`src/rtl/wb_commit_pkg.sv`:
```
// Shared types and helpers for the writeback commit unit.
//   LoadType_t   : {sign, size} load descriptor (size 0 byte, 1 half, 2/3 word)
//   TraceEntry_t : one committed-instruction trace record
//   WB_SEL_*     : write-data select encodings (3 aliases ALU)
//   load_extract : byte/half/word extraction with sign/zero extension
package wb_commit_pkg;

    typedef struct packed {
        logic       sign;
        logic [1:0] size;
    } LoadType_t;

    typedef struct packed {
        logic [31:0] pc;
        logic [3:0]  wen;
        logic [4:0]  wnum;
        logic [31:0] wdata;
    } TraceEntry_t;

    localparam logic [1:0] WB_SEL_ALU  = 2'd0;
    localparam logic [1:0] WB_SEL_LOAD = 2'd1;
    localparam logic [1:0] WB_SEL_LINK = 2'd2;

    localparam logic [1:0] LD_BYTE = 2'd0;
    localparam logic [1:0] LD_HALF = 2'd1;

    function automatic logic [31:0] load_extract(input logic [31:0] word,
                                                 input logic [1:0]  off,
                                                 input LoadType_t   lt);
        logic [7:0]  b;
        logic [15:0] h;
        logic [31:0] r;
        case (off)
            2'd0:    b = word[7:0];
            2'd1:    b = word[15:8];
            2'd2:    b = word[23:16];
            default: b = word[31:24];
        endcase
        // Halfword access ignores off[0]; a misaligned half reads the containing half.
        h = off[1] ? word[31:16] : word[15:0];
        case (lt.size)
            LD_BYTE: r = lt.sign ? {{24{b[7]}}, b} : {24'h0, b};
            LD_HALF: r = lt.sign ? {{16{h[15]}}, h} : {16'h0, h};
            default: r = word;
        endcase
        return r;
    endfunction

endpackage

```
`src/rtl/wb_commit_unit_trace_fifo.sv`:
```
// wb_trace_fifo: DEPTH-entry FIFO of TraceEntry_t records with a valid/ready pop side.
//   clk, rst (async, active-low)
//   push, push_data        : write side; ignored while full
//   pop_ready              : consumer accepts head when head_valid
//   head_valid, head_data  : current head record
//   count, full, empty     : occupancy
// Storage is reset so the head fields read as zero out of reset.
module wb_trace_fifo
    import wb_commit_pkg::*;
#(
    parameter int DEPTH = 4
) (
    input  logic                     clk,
    input  logic                     rst,
    input  logic                     push,
    input  TraceEntry_t              push_data,
    input  logic                     pop_ready,
    output logic                     head_valid,
    output TraceEntry_t              head_data,
    output logic [$clog2(DEPTH):0]   count,
    output logic                     full,
    output logic                     empty
);
    localparam int AW = $clog2(DEPTH);
    localparam int CW = AW + 1;

    TraceEntry_t   mem [DEPTH];
    logic [AW-1:0] wr_ptr;
    logic [AW-1:0] rd_ptr;
    logic [CW-1:0] count_q;
    logic          do_push;
    logic          do_pop;

    assign full       = (count_q == CW'(DEPTH));
    assign empty      = (count_q == '0);
    assign count      = count_q;
    assign head_valid = ~empty;
    assign head_data  = mem[rd_ptr];
    assign do_push    = push & ~full;
    assign do_pop     = head_valid & pop_ready;

    always_ff @(posedge clk or negedge rst) begin
        if (!rst) begin
            wr_ptr  <= '0;
            rd_ptr  <= '0;
            count_q <= '0;
            for (int i = 0; i < DEPTH; i++) mem[i] <= '0;
        end else begin
            if (do_push) begin
                mem[wr_ptr] <= push_data;
                wr_ptr      <= wr_ptr + 1'b1;
            end
            if (do_pop) rd_ptr <= rd_ptr + 1'b1;
            if (do_push && !do_pop)      count_q <= count_q + 1'b1;
            else if (!do_push && do_pop) count_q <= count_q - 1'b1;
        end
    end

endmodule

```
`src/rtl/wb_commit_unit.sv`:
```
// wb_commit_unit: writeback-stage commit. Extracts load data, drives the GPR write
// port, counts retired instructions and (optionally) queues a trace record per commit.
//   Inputs : clk, rst (async, active-low), wb_* stage fields, trace_ready
//   Outputs: rf_we/rf_waddr/rf_wdata (combinational), wb_stall, instret,
//            trace_valid/trace_pc/trace_wen/trace_wnum/trace_wdata
// Build option WB_TRACE_EN: when defined, a DEPTH-entry trace FIFO is present and a
// full FIFO stalls the pipeline; otherwise the trace port is tied to zero and never stalls.
module wb_commit_unit
    import wb_commit_pkg::*;
#(
    parameter int DEPTH = 4
) (
    input  logic        clk,
    input  logic        rst,
    input  logic        wb_valid,
    input  logic [31:0] wb_pc,
    input  logic [1:0]  wb_wbsel,
    input  logic [31:0] wb_pcadd1,
    input  logic [31:0] wb_aluout,
    input  logic [31:0] wb_dmout,
    input  logic [4:0]  wb_dst,
    input  logic [2:0]  wb_loadtype,
    input  logic        wb_regswr,
    input  logic [31:0] wb_excepttype,
    output logic        rf_we,
    output logic [4:0]  rf_waddr,
    output logic [31:0] rf_wdata,
    output logic        wb_stall,
    output logic [31:0] instret,
    output logic        trace_valid,
    input  logic        trace_ready,
    output logic [31:0] trace_pc,
    output logic [3:0]  trace_wen,
    output logic [4:0]  trace_wnum,
    output logic [31:0] trace_wdata
);
    LoadType_t   lt;
    logic [31:0] load_data;
    logic [31:0] sel_data;
    logic        live;
    logic        full;
    logic        commit;
    logic [31:0] instret_q;

    assign lt        = LoadType_t'(wb_loadtype);
    assign load_data = load_extract(wb_dmout, wb_aluout[1:0], lt);

    always_comb begin
        case (wb_wbsel)
            WB_SEL_LOAD: sel_data = load_data;
            WB_SEL_LINK: sel_data = wb_pcadd1;
            default:     sel_data = wb_aluout;
        endcase
    end

    // Excepted instructions are dropped outright, so they never wait on the FIFO.
    assign live     = wb_valid & (wb_excepttype == 32'h0);
    assign commit   = live & ~full;
    assign wb_stall = live & full;

    assign rf_we    = commit & wb_regswr & (wb_dst != 5'd0);
    assign rf_waddr = wb_dst;
    assign rf_wdata = sel_data;

    always_ff @(posedge clk or negedge rst) begin
        if (!rst)        instret_q <= '0;
        else if (commit) instret_q <= instret_q + 32'd1;
    end
    assign instret = instret_q;

`ifdef WB_TRACE_EN
    TraceEntry_t                push_rec;
    TraceEntry_t                head_rec;
    logic [$clog2(DEPTH):0]     trace_count_unused;
    logic                       empty_unused;

    assign push_rec = '{pc: wb_pc, wen: (rf_we ? 4'hF : 4'h0), wnum: wb_dst, wdata: rf_wdata};

    wb_trace_fifo #(.DEPTH(DEPTH)) u_trace_fifo (
        .clk        (clk),
        .rst        (rst),
        .push       (commit),
        .push_data  (push_rec),
        .pop_ready  (trace_ready),
        .head_valid (trace_valid),
        .head_data  (head_rec),
        .count      (trace_count_unused),
        .full       (full),
        .empty      (empty_unused)
    );

    assign trace_pc    = head_rec.pc;
    assign trace_wen   = head_rec.wen;
    assign trace_wnum  = head_rec.wnum;
    assign trace_wdata = head_rec.wdata;
`else
    logic unused_trace_inputs;
    assign unused_trace_inputs = trace_ready ^ (|wb_pc);

    assign full        = 1'b0;
    assign trace_valid = 1'b0;
    assign trace_pc    = '0;
    assign trace_wen   = '0;
    assign trace_wnum  = '0;
    assign trace_wdata = '0;
`endif

endmodule

```
`config.mk`:
```
export PLATFORM = sky130hd
export DESIGN_NAME = wb_commit_unit
export DESIGN_NICKNAME = d
export VERILOG_FILES = /design/src/rtl/wb_commit_pkg.sv /design/src/rtl/wb_commit_unit_trace_fifo.sv /design/src/rtl/wb_commit_unit.sv
export SDC_FILE = /design/constraint.sdc
export NUM_CORES = 1
export LEC_CHECK = 0
export BUFFER_PORTS_ARGS = -buffer_cell sky130_fd_sc_hd__buf_2
export CAP_MARGIN = 20
export CORE_AREA = 3 3 122 124
export DETAILED_ROUTE_END_ITERATION = 16
export DIE_AREA = 0 0 125 127
export PLACE_DENSITY_LB_ADDON = 0.12
export RECOVER_POWER = 100
export SYNTH_ARGS = -nofsm -noshare
export SYNTH_HDL_FRONTEND = slang
export SYNTH_HIERARCHICAL = 1
export SYNTH_SLANG_ARGS = --single-unit
```
`constraint.sdc`:
```
create_clock -name clk -period 4.3 [get_ports clk]
set_clock_uncertainty 0.2 [all_clocks]
set_input_delay 0.645 -clock clk [delete_from_list [all_inputs] [get_ports clk]]
set_output_delay 0.645 -clock clk [all_outputs]
set_load 0.005 [all_outputs]
```
==> impl_metrics.tcl, run 1 <==
set metrics [dict create \
    outcome "finished, violations left" \
    violations "capacitance limit, slew limit" \
    start_kind "input pin" \
    syn-instance-count 448 \
    dr.pass1.iters 4 \
    grt_pass1_wl_microns 19300 \
    maxCapViolations 1 \
    p_sw_share_pct 30.3 \
    hp-class "reg2reg" \
    r2r-end "instret[26]" \
    cpMaxStageDelayCell "o21ai_1" \
    path_common_cell "buf_2" \
    finalSetupTns_ns 0 \
    tritoncts "done" \
    grtUsageTotal_pct 14.7 \
    largest_reg_flops 32 \
    row_count 43 \
    ant_nets 0 \
    die_w_microns 125 \
    ys_ff_latch 32 \
    crit_fanout 29 \
    vias 3733 \
    wl_microns 12700 \
    drv_slew 33 \
    vias_per_cell 4.52 \
    ir_drop_v 0.000136 \
    cts.sinks 32 \
    avgSynthCellArea_sq_um 7.85 \
    r2r_setup_slack_ns 1.56 \
    required_ns 3.45 \
    path_class "in2out" \
    clk_pin_slew_ns 0.05 \
    p_sw_uw 281 \
    die_h_microns 127 \
    ios 320 \
    period_minus_slack_ns 3.58 \
    port_buffers 211 \
    drive_above_1_share_pct 30.4 \
    cts_setup_buffers 0 \
    async_flop_share_pct 100 \
    cts_resized 0 \
    post_drt_wl_per_cell_microns 15.3 \
    syn2layout_area_growth_pct 26.6 \
    dp_hpwl_microns 10600 \
    grt_max_degree 65 \
    synth_edf_count 0 \
    ctsHoldBuffers 0 \
    clk_path_buf_depth 2 \
    grt_pass1_vias 3608 \
    hold_violations 0 \
    clockPowerShare_pct 37.5 \
    netlist_area_sq_mm 0.00351 \
    min-delay-start "instret[31]" \
    slowest_delay_ns 0.48 \
    clock-root-buffer "clkbuf_16" \
    h-tree-depth 2 \
    initialDrtViolationCount 81 \
    ys_warn_count 6 \
    reg2reg_depth 5 \
    fmax_mhz 279 \
    grt_overflow 0 \
    hold_end "instret[31]" \
    p_int_uw 646 \
    drcViolationCount 0 \
    arrival_ns 2.74 \
    synth_cell_types 48 \
    dominantRegCellSynth "dfrtp_1" \
    ys_seq_area_share_pct 22.8 \
    die_area_sq_mm 0.0159 \
    antenna_found_initial 1 \
    final_util_pct 32.1 \
    hold_depth 1 \
    power_frac_seq_pct 32.5 \
    numCtsBuffers 5 \
    place_congestion 0.793 \
    final_cell_mix "buf_2, conb_1, nand2_1" \
    core_sq_mm 0.0139 \
    path_cells "buf_2, mux2i_1, a21boi_0, o311a_1, o21ai_1, buf_4, o221ai_1, buf_2" \
    powerDensity_mw_per_mm2 208 \
    rsz0062_at_grt "no" \
    hold_ws_ns 0.281 \
    max_slew_margin_pct -14.9 \
    worst_slew_pin_slew_ns 1.72 \
    clkLatencyLatePin_ns 0.27 \
    final_nets 821 \
    reg2reg_from "instret[2]" \
    report.final.setup_viol 0 \
    worst_setup_path_end_kind "output pin" \
    start_util_pct 25.3 \
    p_leak_uw 0.00218 \
    share_comb_of_total_power_pct 29.9 \
    final_common_cell "buf_2" \
    fin_crit_sh_pct 83.3 \
]
[power by group through the flow]
stage,combinational (uW),clock [uW],sequential [uW]
detailed placement,287,0,307
global placement,285,0,307
floorplan,189,0,307
global route,311,369,301
CTS,288,357,301
finish,277,348,302
[critical path, delay by kind of cell]
family / cells / cell delay, ns
buffers and inverters: 3 / 0.91
AO/OA/AOI/OAI: 4 / 0.87
multiplexers: 1 / 0.31
[logic make-up after synthesis]
family / Yosys count / share of synthesized area, %
AND/OR/NAND/NOR: 182 / 29.5
buffers and inverters: 108 / 20.1
AO/OA/AOI/OAI: 80 / 15.2
flip-flops: 32 / 22.8
XOR/XNOR: 31 / 7.73
multiplexers: 11 / 3.38
adder cells (fa/ha/maj): 3 / 1.07
other: 1 / 0.107
[final cells by class]
cell class / count / area (sq um)
Sequential cell: 32 / 801
Clock inverter: 2 / 10.0
Timing Repair Buffer: 217 / 1040
Multi-Input combinational cell: 382 / 2210
Fill cell: 1576 / 9430
Clock buffer: 6 / 139
Tap cell: 180 / 225
Antenna cell: 1 / 2.50
Inverter: 5 / 18.8
[through the flow]
stage | worst slack, ns | total power, uW | std cells | instance area [sq um]
global route | 0.534 | 981 | 825 | 4450
global placement | 0.757 | 591 | 816 | 4430
floorplan | 1.48 | 495 | 522 | 3790
CTS | 0.721 | 947 | 824 | 4580
finish | 0.718 | 927 | 825 | 4450
detailed placement | 0.723 | 593 | 816 | 4430
[metal layers]
| layer | GRT usage (%) | vias to the layer above | routed length (microns) |
|---|---|---|---|
| met5 | 0 | - | 0 |
| met4 | 3.44 | 0 | 201 |
| met3 | 2.80 | 13 | 785 |
| met2 | 26.7 | 147 | 6460 |
| met1 | 18.0 | 1748 | 5210 |
| li1 | - | 1825 | - |
[worst max path at each step]
stage | startpoint | endpoint | slack (ns)
detailed placement | wb_aluout[1] | rf_wdata[23] | 0.72
global route | wb_aluout[1] | rf_wdata[16] | 0.53
CTS | wb_aluout[1] | rf_wdata[23] | 0.72
finish | wb_aluout[1] | rf_wdata[30] | 0.72
floorplan | wb_wbsel[1] | rf_wdata[18] | 1.48
global placement | wb_aluout[1] | rf_wdata[23] | 0.76
[Yosys cell counts, types with 8 or more instances]
cell       n  area, sq um
o21ai_0    9         45.0
a21oi_1   26          130
nor2b_1    8         50.1
xnor2_1   24          210
dfrtp_1   32          801
clkbuf_1  20         75.1
nand2_1   63          236
and3_1     8         50.1
nor2_1    36          135
o221ai_1  26          228
nand4_1    9         56.3
nand3_1   18         90.1
buf_4     80          601
Power figures use the tool's default switching activity.
==> run 2: changes to the inputs <==
--- a/config.mk
+++ b/config.mk
@@ -7,9 +7,9 @@
 export LEC_CHECK = 0
 export BUFFER_PORTS_ARGS = -buffer_cell sky130_fd_sc_hd__buf_2
 export CAP_MARGIN = 20
-export CORE_AREA = 3 3 122 124
+export CORE_AREA = 3 3 123 125
 export DETAILED_ROUTE_END_ITERATION = 16
-export DIE_AREA = 0 0 125 127
+export DIE_AREA = 0 0 126 128
 export PLACE_DENSITY_LB_ADDON = 0.12
 export RECOVER_POWER = 100
 export SYNTH_ARGS = -nofsm -noshare
==> constraint.sdc (replaced) <==
create_clock -name clk -period 3.7 [get_ports clk]
set_clock_uncertainty 0.2 [all_clocks]
set_input_delay 0.555 -clock clk [delete_from_list [all_inputs] [get_ports clk]]
set_output_delay 0.555 -clock clk [all_outputs]
set_load 0.005 [all_outputs]
==> run 2 against run 1 <==
Effect of this change:
- combinational power increased by 17%
- total power increased by 14%
- worst setup slack got worse by 0.17 ns
- cell count decreased by 0.12%
- critical path depth decreased by 2
- die area increased by 1.6%
- sequential share of layout area increased by 0.097 points
- routed wire length increased by 1.8%
- the run still ends with capacitance limit, slew limit left
- non-clock buffer count unchanged
- highest routed layer is now met5
- hold slack got worse by 0.0093 ns
==> impl_metrics.tcl, run 2 (synthesis gave the netlist of run 1 again) <==
set metrics [dict create \
    report.final.setup_viol 0 \
    final_nets 821 \
    initialDrtViolationCount 146 \
    hp-class "reg2reg" \
    place_congestion 0.806 \
    drive_above_1_share_pct 29.1 \
    final_common_cell "buf_2" \
    ant_nets 0 \
    max_slew_margin_pct -14.2 \
    numCtsBuffers 5 \
    maxCapViolations 1 \
    arrival_ns 2.40 \
    required_ns 2.94 \
    die_w_microns 126 \
    ctsHoldBuffers 0 \
    reg2reg_from "instret[2]" \
    outcome "finished, violations left" \
    min-delay-start "instret[31]" \
    ios 320 \
    grt_max_degree 65 \
    clkLatencyLatePin_ns 0.27 \
    final_cell_mix "buf_2, conb_1, nand2_1" \
    tritoncts "done" \
    ir_drop_v 0.000138 \
    row_count 43 \
    start_util_pct 25.1 \
    worst_slew_pin_slew_ns 1.71 \
    timing.critical_path.from "wb_wbsel[0]" \
    path_cells "buf_2, inv_1, ha_2, clkbuf_2, o211ai_1, clkbuf_2" \
    cts_resized 0 \
    crit_fanout 64 \
    start_kind "input pin" \
    worst_setup_path_end_kind "output pin" \
    grtUsageTotal_pct 14.8 \
    clock-root-buffer "clkbuf_16" \
    vias_per_cell 4.58 \
    path_class "in2out" \
    cts.sinks 32 \
    post_drt_wl_per_cell_microns 15.6 \
    powerDensity_mw_per_mm2 239 \
    grt_overflow 0 \
    fin_crit_sh_pct 85.1 \
    grt_pass1_vias 3634 \
    wl_microns 12900 \
    rsz0062_at_grt "no" \
    dr.pass1.iters 5 \
    finalSetupTns_ns 0 \
    drv_slew 33 \
    largest_reg_flops 32 \
    h-tree-depth 2 \
    grt_pass1_wl_microns 19500 \
    power_uw 1060 \
    fmax_mhz 317 \
    period_minus_slack_ns 3.15 \
    cpMaxStageDelayCell "clkbuf_2" \
    vias 3773 \
    core_sq_mm 0.0140 \
    fillers 1609 \
    dp_hpwl_microns 10700 \
    die_h_microns 128 \
    hold_violations 0 \
    clk_path_buf_depth 2 \
    p_leak_uw 0.00215 \
    port_buffers 211 \
    cts_setup_buffers 0 \
    die_area_sq_mm 0.0161 \
    path_common_cell "clkbuf_2" \
    antenna_found_initial 2 \
    syn2layout_area_growth_pct 26.0 \
    drcViolationCount 0 \
    violations "capacitance limit, slew limit" \
    slowest_delay_ns 0.87 \
    clk_pin_slew_ns 0.05 \
]
==> run 2: cell count changes in the layout (fill, tap and decap cells not counted) <==
cell | previous run | this run
buf_1 | 0 | 1
clkbuf_2 | 1 | 3
buf_2 | 166 | 157
clkbuf_1 | 45 | 52
clkinv_2 | 2 | 1
clkbuf_8 | 1 | 0
==> run 2: metrics by stage <==
step / setup slack [ns] / util (%) / std cells / hold WS [ns] / area [sq um]
5_1_grt: 0.345 / 31.6 / 824 / 0.291 / 4430
3_3_place_gp: 0.640 / 31.7 / 816 / 0.255 / 4430
3_5_place_dp: 0.617 / 31.7 / 816 / 0.258 / 4430
4_1_cts: 0.612 / 32.6 / 823 / 0.175 / 4570
6_report: 0.550 / 31.6 / 824 / 0.271 / 4430
2_1_floorplan: 1.06 / - / 522 / 0.0594 / 3790
==> run 2: worst paths after layout <==
kind	to	slack (ns)	cells after the start
max in group asynchronous	instret[14]	1.77	1
setup reg to reg	instret[29]	1.02	5
hold / removal	instret[31]	0.27	1
hold reg to reg	instret[31]	0.27	1
min in group asynchronous	instret[29]	0.52	1
setup / recovery	rf_wdata[15]	0.55	6
==> run 2: report_power, final <==
| group | switching [uW] | leakage, uW | total (uW) | internal [uW] |
|---|---|---|---|---|
| Sequential | 0.000000250 | 0.000447 | 351 | 351 |
| Clock | 137 | 0.0000667 | 381 | 244 |
| Combinational | 190 | 0.00163 | 325 | 135 |
| Total | 327 | 0.00215 | 1060 | 729 |
==> run 2: final cells by class <==
type	instances	area [sq um]	area share [%]
antenna	1	2.50	0.0565
multi-input combinational	382	2210	50.0
inverter	5	18.8	0.424
tap	180	225	5.09
timing repair buffer	217	1030	23.3
sequential	32	801	18.1
clock buffer	6	129	2.91
clock inverter	1	5.00	0.113
==> run 2: critical path: cells and delay by family <==
family          cells  cell delay (ns)
compound gates      1             0.33
fa+ha+maj           1             0.31
buf+inv             4             1.19
==> run 2: metal layers <==
layer / up-vias / wire [microns] / global-route usage [%] / part of all wire [%]
met5: - / 13 / 0 / 0.10
met4: 2 / 266 / 4.10 / 2.1
met3: 22 / 1110 / 4.13 / 8.6
met2: 177 / 6390 / 26.0 / 50
met1: 1751 / 5110 / 17.6 / 40
li1: 1821 / - / - / -
==> run 3: changes to the inputs <==
--- a/config.mk
+++ b/config.mk
@@ -7,9 +7,11 @@
 export LEC_CHECK = 0
 export BUFFER_PORTS_ARGS = -buffer_cell sky130_fd_sc_hd__buf_2
 export CAP_MARGIN = 20
-export CORE_AREA = 3 3 123 125
+export CELL_PAD_IN_SITES_DETAIL_PLACEMENT = 0
+export CELL_PAD_IN_SITES_GLOBAL_PLACEMENT = 1
+export CORE_MARGIN = 3
+export CORE_UTILIZATION = 25
 export DETAILED_ROUTE_END_ITERATION = 16
-export DIE_AREA = 0 0 126 128
 export PLACE_DENSITY_LB_ADDON = 0.12
 export RECOVER_POWER = 100
 export SYNTH_ARGS = -nofsm -noshare
==> constraint.sdc (replaced) <==
create_clock -name clk -period 3.7 [get_ports clk]
set_clock_uncertainty 0.2 [all_clocks]
set_input_delay 0.185 -clock clk [delete_from_list [all_inputs] [get_ports clk]]
set_output_delay 0.185 -clock clk [all_outputs]
set_load 0.005 [all_outputs]
==> run 3 against run 2 <==
Effect of this change:
- the run still ends with capacitance limit, slew limit left
- total power grew 2.7%
- first-iteration DRC count shrank 1.4%
- maximum frequency grew 14%
- highest routed layer is now met4
==> impl_metrics.tcl, run 3 (synthesis gave the netlist of run 1 again) <==
set metrics [dict create \
    dpl-instance-area_sq_mm 0.00442 \
    antenna_found_initial 1 \
    numCtsBuffers 5 \
    finalInstanceArea_sq_mm 0.00442 \
    hp-class "in2reg" \
    path_common_cell "buf_2" \
    critical_path_depth 8 \
    period_minus_slack_ns 2.77 \
    port_buffers 211 \
    vias_per_cell 4.60 \
    violations "capacitance limit, slew limit" \
    post_drt_wl_per_cell_microns 15.5 \
    grtUsageTotal_pct 15.4 \
    place_congestion 0.790 \
    dp_hpwl_microns 10400 \
    initialDrtViolationCount 144 \
    crit_fanout 29 \
    powerDensity_mw_per_mm2 245 \
    reg2reg_depth 5 \
    p_sw_uw 330 \
    die_area_sq_mm 0.0155 \
    path_class "in2out" \
    p_leak_uw 0.00213 \
    clock-root-buffer "clkbuf_16" \
    power_frac_seq_pct 32.3 \
    grt_pass1_wl_microns 19500 \
    endpoint "rf_wdata[30]" \
    outcome "finished, violations left" \
    row_count 42 \
    drv_slew 33 \
    required_ns 3.31 \
    path_cells "buf_2, mux2i_1, a21boi_0, o311a_1, o21ai_0, buf_4, o221ai_1, buf_2" \
    finalSetupTns_ns 0 \
    cpMaxStageDelayCell "o21ai_0" \
    cts_resized 0 \
    dr.pass1.iters 4 \
    maxCapViolations 1 \
    clkLatencyLatePin_ns 0.28 \
    final_common_cell "buf_2" \
    ios 320 \
    vias 3775 \
    ant_nets 0 \
    start_kind "input pin" \
    max_slew_margin_pct -19.6 \
    die_w_microns 125 \
    worst_slew_pin_slew_ns 1.79 \
    start_util_pct 26.0 \
    fmax_mhz 361 \
    r2r_setup_slack_ns 0.95 \
    power_uw 1080 \
    die_h_microns 125 \
    arrival_ns 2.39 \
    path_delay_family "buffers and inverters" \
    h-tree-depth 2 \
    clockPowerShare_pct 38.0 \
    report.final.setup_viol 0 \
    rsz0062_at_grt "no" \
    drcViolationCount 0 \
    clk_path_buf_depth 2 \
    final_nets 821 \
    syn2layout_area_growth_pct 25.7 \
    timing.critical_path.from "wb_aluout[1]" \
    grt_pass1_vias 3629 \
    core_sq_mm 0.0135 \
    fillers 1536 \
    largest_reg_flops 32 \
    fin_crit_sh_pct 74.9 \
    drive_above_1_share_pct 28.7 \
    r2r-end "instret[31]" \
    p_sw_share_pct 30.4 \
    hold_violations 0 \
    clk_pin_slew_ns 0.05 \
    wl_microns 12700 \
    slowest_delay_ns 0.47 \
    p_int_uw 755 \
    worst_setup_path_end_kind "output pin" \
    final_cell_mix "buf_2, conb_1, nand2_1" \
    grt_overflow 0 \
    share_comb_of_total_power_pct 29.7 \
    tritoncts "done" \
    cts.sinks 32 \
    grt_max_degree 65 \
    reg2reg_from "instret[2]" \
    ir_drop_v 0.000159 \
    hold_depth 6 \
    cp_num_buf_inv 3 \
]
[run 3: changes by cell type in the layout (fill, tap and decap cells not counted), sizes merged]
cell and delta:
clkinv -1, clkbuf +4, buf -3, dlygate4sd3 +1
[run 3: metal layers]
layer	GRT usage (%)	routed length [microns]	up-vias
li1	-	-	1820
met5	0	0	-
met2	26.3	6180	169
met3	3.34	817	11
met4	3.48	133	0
met1	19.9	5580	1775
[run 3: timing repair]
item / 4_1_cts / 5_1_grt
endpoints found under the hold margin: 32 / 0
setup buffers: 0 / 0
hold buffers: 1 / 0
[run 3: cell type report]
type | count | area (sq um) | share of cell area (%)
Antenna cell | 1 | 2.50 | 0.0566
Sequential cell | 32 | 801 | 18.1
Multi-Input combinational cell | 382 | 2190 | 49.6
Inverter | 5 | 18.8 | 0.425
Timing Repair Buffer | 217 | 1040 | 23.5
Clock buffer | 8 | 146 | 3.31
Tap cell | 176 | 220 | 4.98
[run 3: worst min path at each step]
| stage | slack (ns) | to | startpoint |
|---|---|---|---|
| global route | 0.28 | instret[28] | wb_excepttype[26] |
| detailed placement | 0.1 | instret[31] | rst |
| CTS | 0.25 | instret[18] | wb_excepttype[30] |
| finish | 0.22 | instret[28] | wb_excepttype[18] |
| global placement | 0.08 | instret[31] | rst |
| floorplan | -0.31 | instret[0] | rst |
[run 3: tightest hold or removal path, delay by kind of cell]
family                 cells  cell delay (ns)
AND/OR/NAND/NOR            4             0.34
XOR/XNOR                   1             0.06
buffers and inverters      1             0.08
[run 3: through the flow]
stage | util (%) | std cells | worst slack, ns | hold WS [ns]
2_1_floorplan | - | 522 | 1.64 | -0.311
3_3_place_gp | 32.7 | 811 | 1.22 | 0.0767
3_5_place_dp | 32.7 | 811 | 1.16 | 0.0969
4_1_cts | 33.9 | 820 | 1.14 | 0.246
5_1_grt | 32.7 | 821 | 0.634 | 0.280
6_report | 32.7 | 821 | 0.929 | 0.224
[run 3: power groups by stage]
stage	logic [uW]	clock network, uW	registers, uW
2_1_floorplan	219	0	356
3_3_place_gp	329	0	356
3_5_place_dp	331	0	356
4_1_cts	334	427	350
5_1_grt	362	440	350
6_report	322	413	350
